$ cat config.mk
export PLATFORM = sky130hd
export DESIGN_NAME = serv_wb_rr_arbiter_flat
export DESIGN_NICKNAME = d
export VERILOG_FILES = /design/src/rtl/serv_wb_rr_arbiter_if.sv /design/src/rtl/serv_wb_rr_arbiter.sv /design/src/flat_wrapper.sv
export SDC_FILE = /design/constraint.sdc
export NUM_CORES = 1
export LEC_CHECK = 0
export ABC_AREA = 1
export CORE_AREA = 8 8 115 117
export CTS_CLUSTER_DIAMETER = 100
export DETAILED_ROUTE_END_ITERATION = 10
export DIE_AREA = 0 0 123 125
export PLACE_DENSITY = 0.77
export SLEW_MARGIN = 30
export SYNTH_ARGS = -nofsm -noshare
export SYNTH_HDL_FRONTEND = slang
export SYNTH_SLANG_ARGS = --single-unit
$ cat constraint.sdc
create_clock -name clk -period 1.8 [get_ports clk]
set_clock_uncertainty 0.05 [all_clocks]
set_input_delay 0.27 -clock clk [delete_from_list [all_inputs] [get_ports clk]]
set_output_delay 0.27 -clock clk [all_outputs]
set_load 0.1 [all_outputs]
$ cat src/rtl/serv_wb_rr_arbiter_if.sv
// Wishbone-style bus bundle shared by the SERV ibus, dbus and the memory port.
// master drives the request side, slave returns read data and ack.
interface serv_wb_rr_arbiter_if;
  logic [31:0] adr;
  logic [31:0] dat;
  logic [3:0]  sel;
  logic        we;
  logic        cyc;
  logic [31:0] rdt;
  logic        ack;

  modport master (output adr, dat, sel, we, cyc, input  rdt, ack);
  modport slave  (input  adr, dat, sel, we, cyc, output rdt, ack);
endinterface

$ cat src/rtl/serv_wb_rr_arbiter.sv
// Registered round-robin arbiter sharing one memory port between the SERV
// instruction and data buses. A watchdog force-completes a grant whose ack
// never arrives so the CPU cannot hang on a lost external ack.
module serv_wb_rr_arbiter #(
  parameter int TIMEOUT = 255,
  parameter int TW      = 8
) (
  input  logic                         clk,
  input  logic                         i_rst,
  serv_wb_rr_arbiter_if.slave          ibus,
  serv_wb_rr_arbiter_if.slave          dbus,
  serv_wb_rr_arbiter_if.master         mem,
  output logic                         o_timeout
);

  typedef enum logic [1:0] {IDLE, GNT_I, GNT_D} state_t;

  localparam logic [TW-1:0] TMO_LAST = TW'(TIMEOUT - 1);

  state_t        state, state_nxt;
  logic          last_d, last_d_nxt;
  logic [TW-1:0] cnt;
  logic          gnt_d;     // current grant belongs to dbus
  logic          req;       // granted master still holds cyc
  logic          ack_x;     // ack (real or forced) to the granted master
  logic [31:0]   rdt_x;
  logic          tmo;

  // State, fairness bit and watchdog counter; counter is held at zero in IDLE
  // so it starts from zero on every grant.
  always_ff @(posedge clk) begin
    if (i_rst) begin
      state  <= IDLE;
      last_d <= 1'b1;
      cnt    <= '0;
    end else begin
      state  <= state_nxt;
      last_d <= last_d_nxt;
      cnt    <= (state == IDLE) ? '0 : cnt + 1'b1;
    end
  end

  // Arbitration, memory-port mux and grant termination (ack, abort, timeout).
  always_comb begin
    state_nxt  = state;
    last_d_nxt = last_d;
    mem.adr    = '0;
    mem.dat    = '0;
    mem.sel    = '0;
    mem.we     = 1'b0;
    mem.cyc    = 1'b0;
    gnt_d      = (state == GNT_D);
    req        = 1'b0;
    ack_x      = 1'b0;
    rdt_x      = '0;
    tmo        = 1'b0;

    case (state)
      IDLE: begin
        // On a tie the master that was not served last wins.
        if (ibus.cyc && dbus.cyc) state_nxt = last_d ? GNT_I : GNT_D;
        else if (ibus.cyc)        state_nxt = GNT_I;
        else if (dbus.cyc)        state_nxt = GNT_D;
      end
      GNT_I: begin
        mem.cyc = 1'b1;
        mem.adr = ibus.adr;
        mem.sel = 4'hF;
        req     = ibus.cyc;
      end
      GNT_D: begin
        mem.cyc = 1'b1;
        mem.adr = dbus.adr;
        mem.dat = dbus.dat;
        mem.sel = dbus.sel;
        mem.we  = dbus.we;
        req     = dbus.cyc;
      end
      default: state_nxt = IDLE;
    endcase

    // A real ack beats both abort and timeout on the same cycle.
    if (state != IDLE) begin
      if (mem.ack) begin
        ack_x = 1'b1;
        rdt_x = mem.rdt;
      end else if (req && (cnt == TMO_LAST)) begin
        ack_x = 1'b1;
        tmo   = 1'b1;
      end
      if (mem.ack || !req || (cnt == TMO_LAST)) begin
        state_nxt  = IDLE;
        last_d_nxt = gnt_d;
      end
    end

    // Nothing is acknowledged while reset is being applied.
    if (i_rst) begin
      ack_x = 1'b0;
      rdt_x = '0;
      tmo   = 1'b0;
    end
  end

  // Return path: only the granted master ever sees ack or read data.
  always_comb begin
    ibus.ack  = ack_x && !gnt_d;
    ibus.rdt  = (ack_x && !gnt_d) ? rdt_x : '0;
    dbus.ack  = ack_x && gnt_d;
    dbus.rdt  = (ack_x && gnt_d) ? rdt_x : '0;
    o_timeout = tmo;
  end

endmodule

$ cat src/flat_wrapper.sv
// flat-port wrapper written by rule: the top's interface ports become plain ports
module serv_wb_rr_arbiter_flat 
#(
  parameter int TIMEOUT = 255,
  parameter int TW      = 8
)
  (clk, i_rst, o_timeout, ibus_adr, ibus_dat, ibus_sel, ibus_we, ibus_cyc, ibus_rdt, ibus_ack, dbus_adr, dbus_dat, dbus_sel, dbus_we, dbus_cyc, dbus_rdt, dbus_ack, mem_adr, mem_dat, mem_sel, mem_we, mem_cyc, mem_rdt, mem_ack);
  serv_wb_rr_arbiter_if ibus_i ();
  serv_wb_rr_arbiter_if dbus_i ();
  serv_wb_rr_arbiter_if mem_i ();
  input  logic clk;
  input  logic i_rst;
  output logic o_timeout;
  input wire logic [$bits(ibus_i.adr)-1:0] ibus_adr;
  input wire logic [$bits(ibus_i.dat)-1:0] ibus_dat;
  input wire logic [$bits(ibus_i.sel)-1:0] ibus_sel;
  input wire logic [$bits(ibus_i.we)-1:0] ibus_we;
  input wire logic [$bits(ibus_i.cyc)-1:0] ibus_cyc;
  output wire logic [$bits(ibus_i.rdt)-1:0] ibus_rdt;
  output wire logic [$bits(ibus_i.ack)-1:0] ibus_ack;
  input wire logic [$bits(dbus_i.adr)-1:0] dbus_adr;
  input wire logic [$bits(dbus_i.dat)-1:0] dbus_dat;
  input wire logic [$bits(dbus_i.sel)-1:0] dbus_sel;
  input wire logic [$bits(dbus_i.we)-1:0] dbus_we;
  input wire logic [$bits(dbus_i.cyc)-1:0] dbus_cyc;
  output wire logic [$bits(dbus_i.rdt)-1:0] dbus_rdt;
  output wire logic [$bits(dbus_i.ack)-1:0] dbus_ack;
  output wire logic [$bits(mem_i.adr)-1:0] mem_adr;
  output wire logic [$bits(mem_i.dat)-1:0] mem_dat;
  output wire logic [$bits(mem_i.sel)-1:0] mem_sel;
  output wire logic [$bits(mem_i.we)-1:0] mem_we;
  output wire logic [$bits(mem_i.cyc)-1:0] mem_cyc;
  input wire logic [$bits(mem_i.rdt)-1:0] mem_rdt;
  input wire logic [$bits(mem_i.ack)-1:0] mem_ack;
  assign ibus_i.adr = ibus_adr;
  assign ibus_i.dat = ibus_dat;
  assign ibus_i.sel = ibus_sel;
  assign ibus_i.we = ibus_we;
  assign ibus_i.cyc = ibus_cyc;
  assign ibus_rdt = ibus_i.rdt;
  assign ibus_ack = ibus_i.ack;
  assign dbus_i.adr = dbus_adr;
  assign dbus_i.dat = dbus_dat;
  assign dbus_i.sel = dbus_sel;
  assign dbus_i.we = dbus_we;
  assign dbus_i.cyc = dbus_cyc;
  assign dbus_rdt = dbus_i.rdt;
  assign dbus_ack = dbus_i.ack;
  assign mem_adr = mem_i.adr;
  assign mem_dat = mem_i.dat;
  assign mem_sel = mem_i.sel;
  assign mem_we = mem_i.we;
  assign mem_cyc = mem_i.cyc;
  assign mem_i.rdt = mem_rdt;
  assign mem_i.ack = mem_ack;
  serv_wb_rr_arbiter #(.TIMEOUT(TIMEOUT), .TW(TW)) u_core (.clk(clk), .i_rst(i_rst), .ibus(ibus_i), .dbus(dbus_i), .mem(mem_i), .o_timeout(o_timeout));
endmodule
==> results of run 1 <==
area by class of cell:
cell class / instances / area (um^2) / share of cell area
clock buffers: 4 / 78.8 / 0.00889
repair buffers: 332 / 5020 / 0.566
well taps: 147 / 184 / 0.0207
inverters: 48 / 322 / 0.0363
flip-flops and latches: 11 / 225 / 0.0254
multi-input cells: 295 / 3040 / 0.342
per-stage QoR:
step	hold WS (ns)	setup TNS [ns]	total power [W]	setup WS, ns	util
after global routing	0.448	-33.93	0.00796	-0.324	0.763
after detailed placement	0.423	-16.55	0.00613	-0.280	0.662
after global placement	0.393	-15.05	0.00603	-0.249	0.662
after CTS	0.440	-24.59	0.00743	-0.257	0.730
after floorplan	0.339	-31.69	0.00409	-0.571	-
final	0.438	-27.22	0.00772	-0.266	0.763
cell families after synthesis:
| kind of cell | Yosys count | share of synthesized area |
|---|---|---|
| compound gates | 45 | 0.104 |
| flops | 11 | 0.101 |
| buf+inv | 73 | 0.157 |
| simple gates | 244 | 0.610 |
| fa+ha+maj | 5 | 0.0287 |
worst max-delay path by stage:
stage | slack, ns | endpoint | cells past startpoint
2_1_floorplan | -0.57 | o_timeout | 4
3_3_place_gp | -0.25 | dbus_rdt[1] | 8
3_5_place_dp | -0.28 | ibus_rdt[2] | 8
4_1_cts | -0.26 | dbus_rdt[4] | 9
5_1_grt | -0.32 | ibus_rdt[27] | 9
6_report | -0.27 | dbus_ack | 10
tightest hold or removal path: cells and delay by family (launching register included):
kind            cells  cell delay, ns
compound gates      1            0.06
flops               1            0.31
buf+inv             1            0.07
sequential cells by signal, summed over array words and instances, names as in the netlist:
register / cells
u_core.cnt: 8
u_core.last_d: 1
u_core.state: 2
power by group through the flow:
stage / Combinational, W / Clock, W / Sequential [W]
detailed placement: 0.00583 / 0 / 0.000302
floorplan: 0.00380 / 0 / 0.000298
finish: 0.00702 / 0.000401 / 0.000301
CTS: 0.00672 / 0.000412 / 0.000295
global placement: 0.00573 / 0 / 0.000298
global route: 0.00724 / 0.000421 / 0.000302
per-layer routing:
| metal | wire length (um) | GRT usage | part of all wire | vias up |
|---|---|---|---|---|
| met5 | 0 | 0 | 0 | - |
| li1 | - | - | - | 1770 |
| met2 | 9880 | 0.391 | 0.58 | 187 |
| met4 | 351 | 0.0517 | 0.021 | 0 |
| met1 | 5330 | 0.182 | 0.31 | 1756 |
| met3 | 1400 | 0.0423 | 0.082 | 20 |
cell usage in the layout (no fill, tap or decap), drive strengths merged:
cell type,n
nor2,80
nor3b,1
clkbuf,8
nor3,2
clkdlybuf4s50,136
o211ai,1
clkinv,1
nand2,156
inv,14
bufbuf,1
nand3,5
dlygate4sd2,1
clkinvlp,33
a21oi,40
ha,5
buf,190
dfxtp,11
o21ai,4
nor4,1
timing repair:
item,in CTS,in global routing
setup endpoints to repair,136,136
setup buffers,12,4
cloned,10,5
hold endpoints to repair,0,0
resized for setup,88,67
pin swaps,26,37
==> metrics, run 1 <==
DRT Wirelength=17000 um; Worst path max stage delay=0.33 ns; Max-Cap Viols=0; fin crit period=2.07 ns; r2r endpoint=u_core.state[0]$_SDFF_PP0_; post-synthesis async set-or-reset flop share=0; CTS Root Cell=clkbuf_16; cell mode on critical path=nand2_4; top post-synthesis cells by area=nand2_1 22%, nor2_2 17%, nand2_4 15%; RSZ-0062 raised after global routing=yes; Worst Setup SP=u_core.state[0]$_SDFF_PP0_; DP Wirelength=12200 um; fin cells=837; Clock Path Buffers=2; die footprint=0.0154 mm^2; row count=40; H-tree depth=1; Die Ht=125 um; Clk pwr share=0.052; initial antenna violation count=0; most common library cells after synthesis=126 x nand2_1, 60 x nor2_2, 46 x inv_1; power share of the sequential group=0.039; number of storage elements in the synthesis netlist=11; cells along the critical path=inv_2, buf_6, ha_4, nand2_4, nand2_4, nand2_4, o21ai_2, nand2_2, nor2_4, buf_12; Post-Syn Nets=558; residual DRC count=0; Most used DFF post-synth=dfxtp_1; Slew headroom=0.743; first-pass GRT wire length=23300 um; drt wl/cell=20.3 um; violated checks=setup timing; CTS clk-pin slew, worst paths=0.04 ns; CP arrival=1.75 ns; Yosys top cell area share=0.217; Design Area, Final=0.00886 mm^2; RePlAce Congestion=0.808; FF-to-FF path depth=11; via/cell ratio=4.46; # IOs=312; max-slew violations=0; clk_lat worst skew=0.24 ns; Area Growth Syn to Fin=306%; Post-DRT Antenna Nets=0; Top delay family on crit path=simple AND/OR/NAND/NOR gates; Post-Place Cell Area=0.00769 mm^2; Die W=123 um; EDFF count, synth=0; Fillers=694; CP bufs+invs=3; Final #Nets=871; leakage dissipation=3.50 nW; cts hold-fix bufs=0; Initial DRC Count=150; # diodes=0; combinational share of power=0.909; reg2reg start=u_core.state[0]$_SDFF_PP0_; critical path class=reg -> out; Worst Slack Setup Final=-0.266 ns; Power Dens Cells=871 mW/mm^2; Critical-path top delay cell=dfxtp_2; Net Sw Frac=0.578; GRT Util Overall=0.192; I/O Buffers=274; largest net degree at the start of global routing=19; Final Setup Violations=136; Internal=0.00326 W; P_sw=0.00447 W; CP max FO=4; fin crit share=1.15; register area share after synthesis=0.101; area leader, netlist=nand2_1; clock sink count=11; crit start category=flip-flop; starting density of the core=0.188; Synth Instances=378; Vias=3733; status=finished with violations; vias in the first global route=4217; worst hold path class=reg -> reg; total gr overflow=0; share of layout cells above drive strength 1=0.674; Worst Tran Pin Value=0.385 ns; Ys Warns=0; worst hold path stage count=2; FMAX=484 MHz; CTS tree=built; post-synth cell types=22; Hold Fails Final Rpt=0; Mapped Avg Cell Area=5.77 um^2; cell with the most instances after synthesis=nand2_1; Hold Startpoint=u_core.cnt[4]$_SDFF_PP0_; DP Cell Count=805; Critical Path RT=1.48 ns; Endpoint, Worst Hold=u_core.cnt[4]$_SDFF_PP0_; r2r setup slk=0.31 ns; Worst VDD drop=952 uV; cts bufs inserted=3; Pre-antenna DRT Iters=4; Worst Setup End Kind=output port; area of the core=0.0116 mm^2; mapped cell area=0.00218 mm^2
Power figures use the tool's default switching activity.
==> run 2, diff against run 1 <==
CAP_MARGIN = 40   (was not set)
==> results of run 2 <==
Same layout as run 1: the final DEF is identical, and so are final timing and power.
==> run 3, diff against run 2 <==
CTS_CLUSTER_DIAMETER = 120   (was 100)
SKIP_CTS_REPAIR_TIMING = 1   (was not set)
==> run 3 against run 2 <==
Against the previous run:
- the flow still finishes with violations (setup timing)
- utilization decreased by 0.27 points
- sequential power about the same
- combinational power fell by 1%
- fmax rose by 1.2%
- largest cell class unchanged
==> metrics, run 3 (same netlist as run 1, synthesis figures left out) <==
status=finished with violations; violated checks=setup timing; Post-Place Cell Area=0.00769 mm^2 (unchanged); Worst Setup End Kind=output port; Area Growth Syn to Fin=305%; via/cell ratio=4.45 (-0.29%); CTS Root Cell=clkbuf_16; leakage dissipation=3.55 nW (+1.4%); starting density of the core=0.188 (unchanged); critical path class=reg -> out; total gr overflow=0 (unchanged); cell mode on critical path=nand2_2; cells along the critical path=inv_2, buf_6, ha_4, nand2_2, nand2_2, nand2_4, o21ai_2, nand2_2, nor2_4, buf_12; area of the core=0.0116 mm^2 (unchanged); crit start category=flip-flop; fin crit share=1.13 (-0.0137); Post-DRT Antenna Nets=0 (unchanged); Pre-antenna DRT Iters=4 (unchanged); commonest non-fill, non-tap cell in the layout=buf_12; Fillers=675 (-2.7%); Clock Path Buffers=2 (unchanged); share of layout cells above drive strength 1=0.686 (+0.0117); RSZ-0062 raised after global routing=yes; CP max FO=4 (unchanged); max FFs per register=8 (unchanged); Worst path max stage delay=0.32 ns (about the same); register bank with the most flops=u_core.cnt; Final #Nets=868 (-0.34%); multi-input logic area=0.00303 mm^2 (about the same); Critical Path RT=1.48 ns (about the same); Pwr Total=0.00763 W (-1.2%); first-pass GRT wire length=20700 um (-11%); H-tree depth=1 (unchanged); CP arrival=1.72 ns (-0.03 ns); die footprint=0.0154 mm^2 (unchanged); # diodes=0 (unchanged); drt wl/cell=19.6 um (-3.4%); clock sink count=11 (unchanged); DRT Wirelength=16300 um (-3.7%); max-slew violations=0 (unchanged); Die W=123 um (unchanged); Worst VDD drop=1220 uV (+28%); Worst Slack Setup Final=-0.242 ns (+0.0246 ns); Max-Cap Viols=0 (unchanged); Seq. cell area=225 um^2 (unchanged); residual DRC count=0 (unchanged); # IOs=312 (unchanged); CTS clk-pin slew, worst paths=0.04 ns (about the same); WHS=0.391 ns (-0.0471 ns); r2r setup slk=0.34 ns (+0.03 ns); DP Wirelength=12200 um (unchanged); GRT Util Overall=0.167 (-0.0254); Die Ht=125 um (unchanged); Hold Fails Final Rpt=0 (unchanged); clk_lat worst skew=0.24 ns (about the same); fin crit period=2.04 ns (-0.0246 ns); initial antenna violation count=0 (unchanged); top flop regs=u_core.cnt x8, u_core.state x2, u_core.last_d x1; Power Dens Cells=864 mW/mm^2 (-0.89%); vias in the first global route=3871 (-8.2%); RePlAce Congestion=0.808 (unchanged); Vias=3709 (-0.64%); commonest non-fill, non-tap cells in the layout=151 x buf_12, 137 x clkdlybuf4s50_1, 101 x nand2_4; worst hold path class=reg -> reg; row count=40 (unchanged); Design Area, Final=0.00883 mm^2 (-0.35%); Critical-path top delay cell=dfxtp_2; Final Setup Violations=136 (unchanged); cts bufs inserted=3 (unchanged); CTS tree=built; I/O Buffers=274 (unchanged); FMAX=490 MHz (+1.2%); Worst Tran Pin Value=0.367 ns (-0.0179 ns); Initial DRC Count=141 (-6.0%); largest net degree at the start of global routing=61 (+42); Slew headroom=0.754 (+0.0117)
## run 3: routing by layer
layer / share of wire / up-vias / wire (um) / GRT usage
li1: - / 1762 / - / -
met1: 0.33 / 1716 / 5320 / 0.164
met2: 0.57 / 195 / 9230 / 0.335
met3: 0.079 / 36 / 1300 / 0.0405
met4: 0.029 / 0 / 479 / 0.0319
met5: 0 / - / 0 / 0
## run 3: cell type report
cell class	count	area share
clock buffer	4	0.00892
inverter	48	0.0350
multi-input combinational	295	0.343
sequential	11	0.0255
tap	147	0.0208
timing repair buffer	329	0.566
## run 3: report_power, final
group          internal, W  switching [W]  leakage, nW
Clock             0.000297       0.000105       0.0382
Combinational      0.00264        0.00429         3.42
Sequential        0.000277      0.0000246       0.0910
Total              0.00321        0.00442         3.55
## run 3: final timing paths
kind | start | to | cells past startpoint
worst max-delay path | u_core.state[0]$_SDFF_PP0_ | ibus_ack | 10
worst min-delay path | u_core.cnt[0]$_SDFF_PP0_ | u_core.cnt[0]$_SDFF_PP0_ | 1
worst max register to register | u_core.state[0]$_SDFF_PP0_ | u_core.state[0]$_SDFF_PP0_ | 11
worst min register to register | u_core.cnt[0]$_SDFF_PP0_ | u_core.cnt[0]$_SDFF_PP0_ | 1
## run 3: critical path, delay by kind of cell (launching register included)
kind | cells | cell delay, ns
buffers and inverters | 3 | 0.36
adder cells (fa/ha/maj) | 1 | 0.19
flip-flops | 1 | 0.32
AO/OA/AOI/OAI | 1 | 0.13
AND/OR/NAND/NOR | 5 | 0.49
## run 3: per-stage QoR
stage               setup TNS (ns)  setup WS (ns)  utilization  cells
floorplan                   -31.69         -0.571            -    378
global placement            -15.05         -0.249        0.662    805
detailed placement          -16.55         -0.280        0.662    805
CTS                         -31.32         -0.310        0.669    809
global route                -32.54         -0.311        0.761    834
finish                      -24.37         -0.242        0.761    834
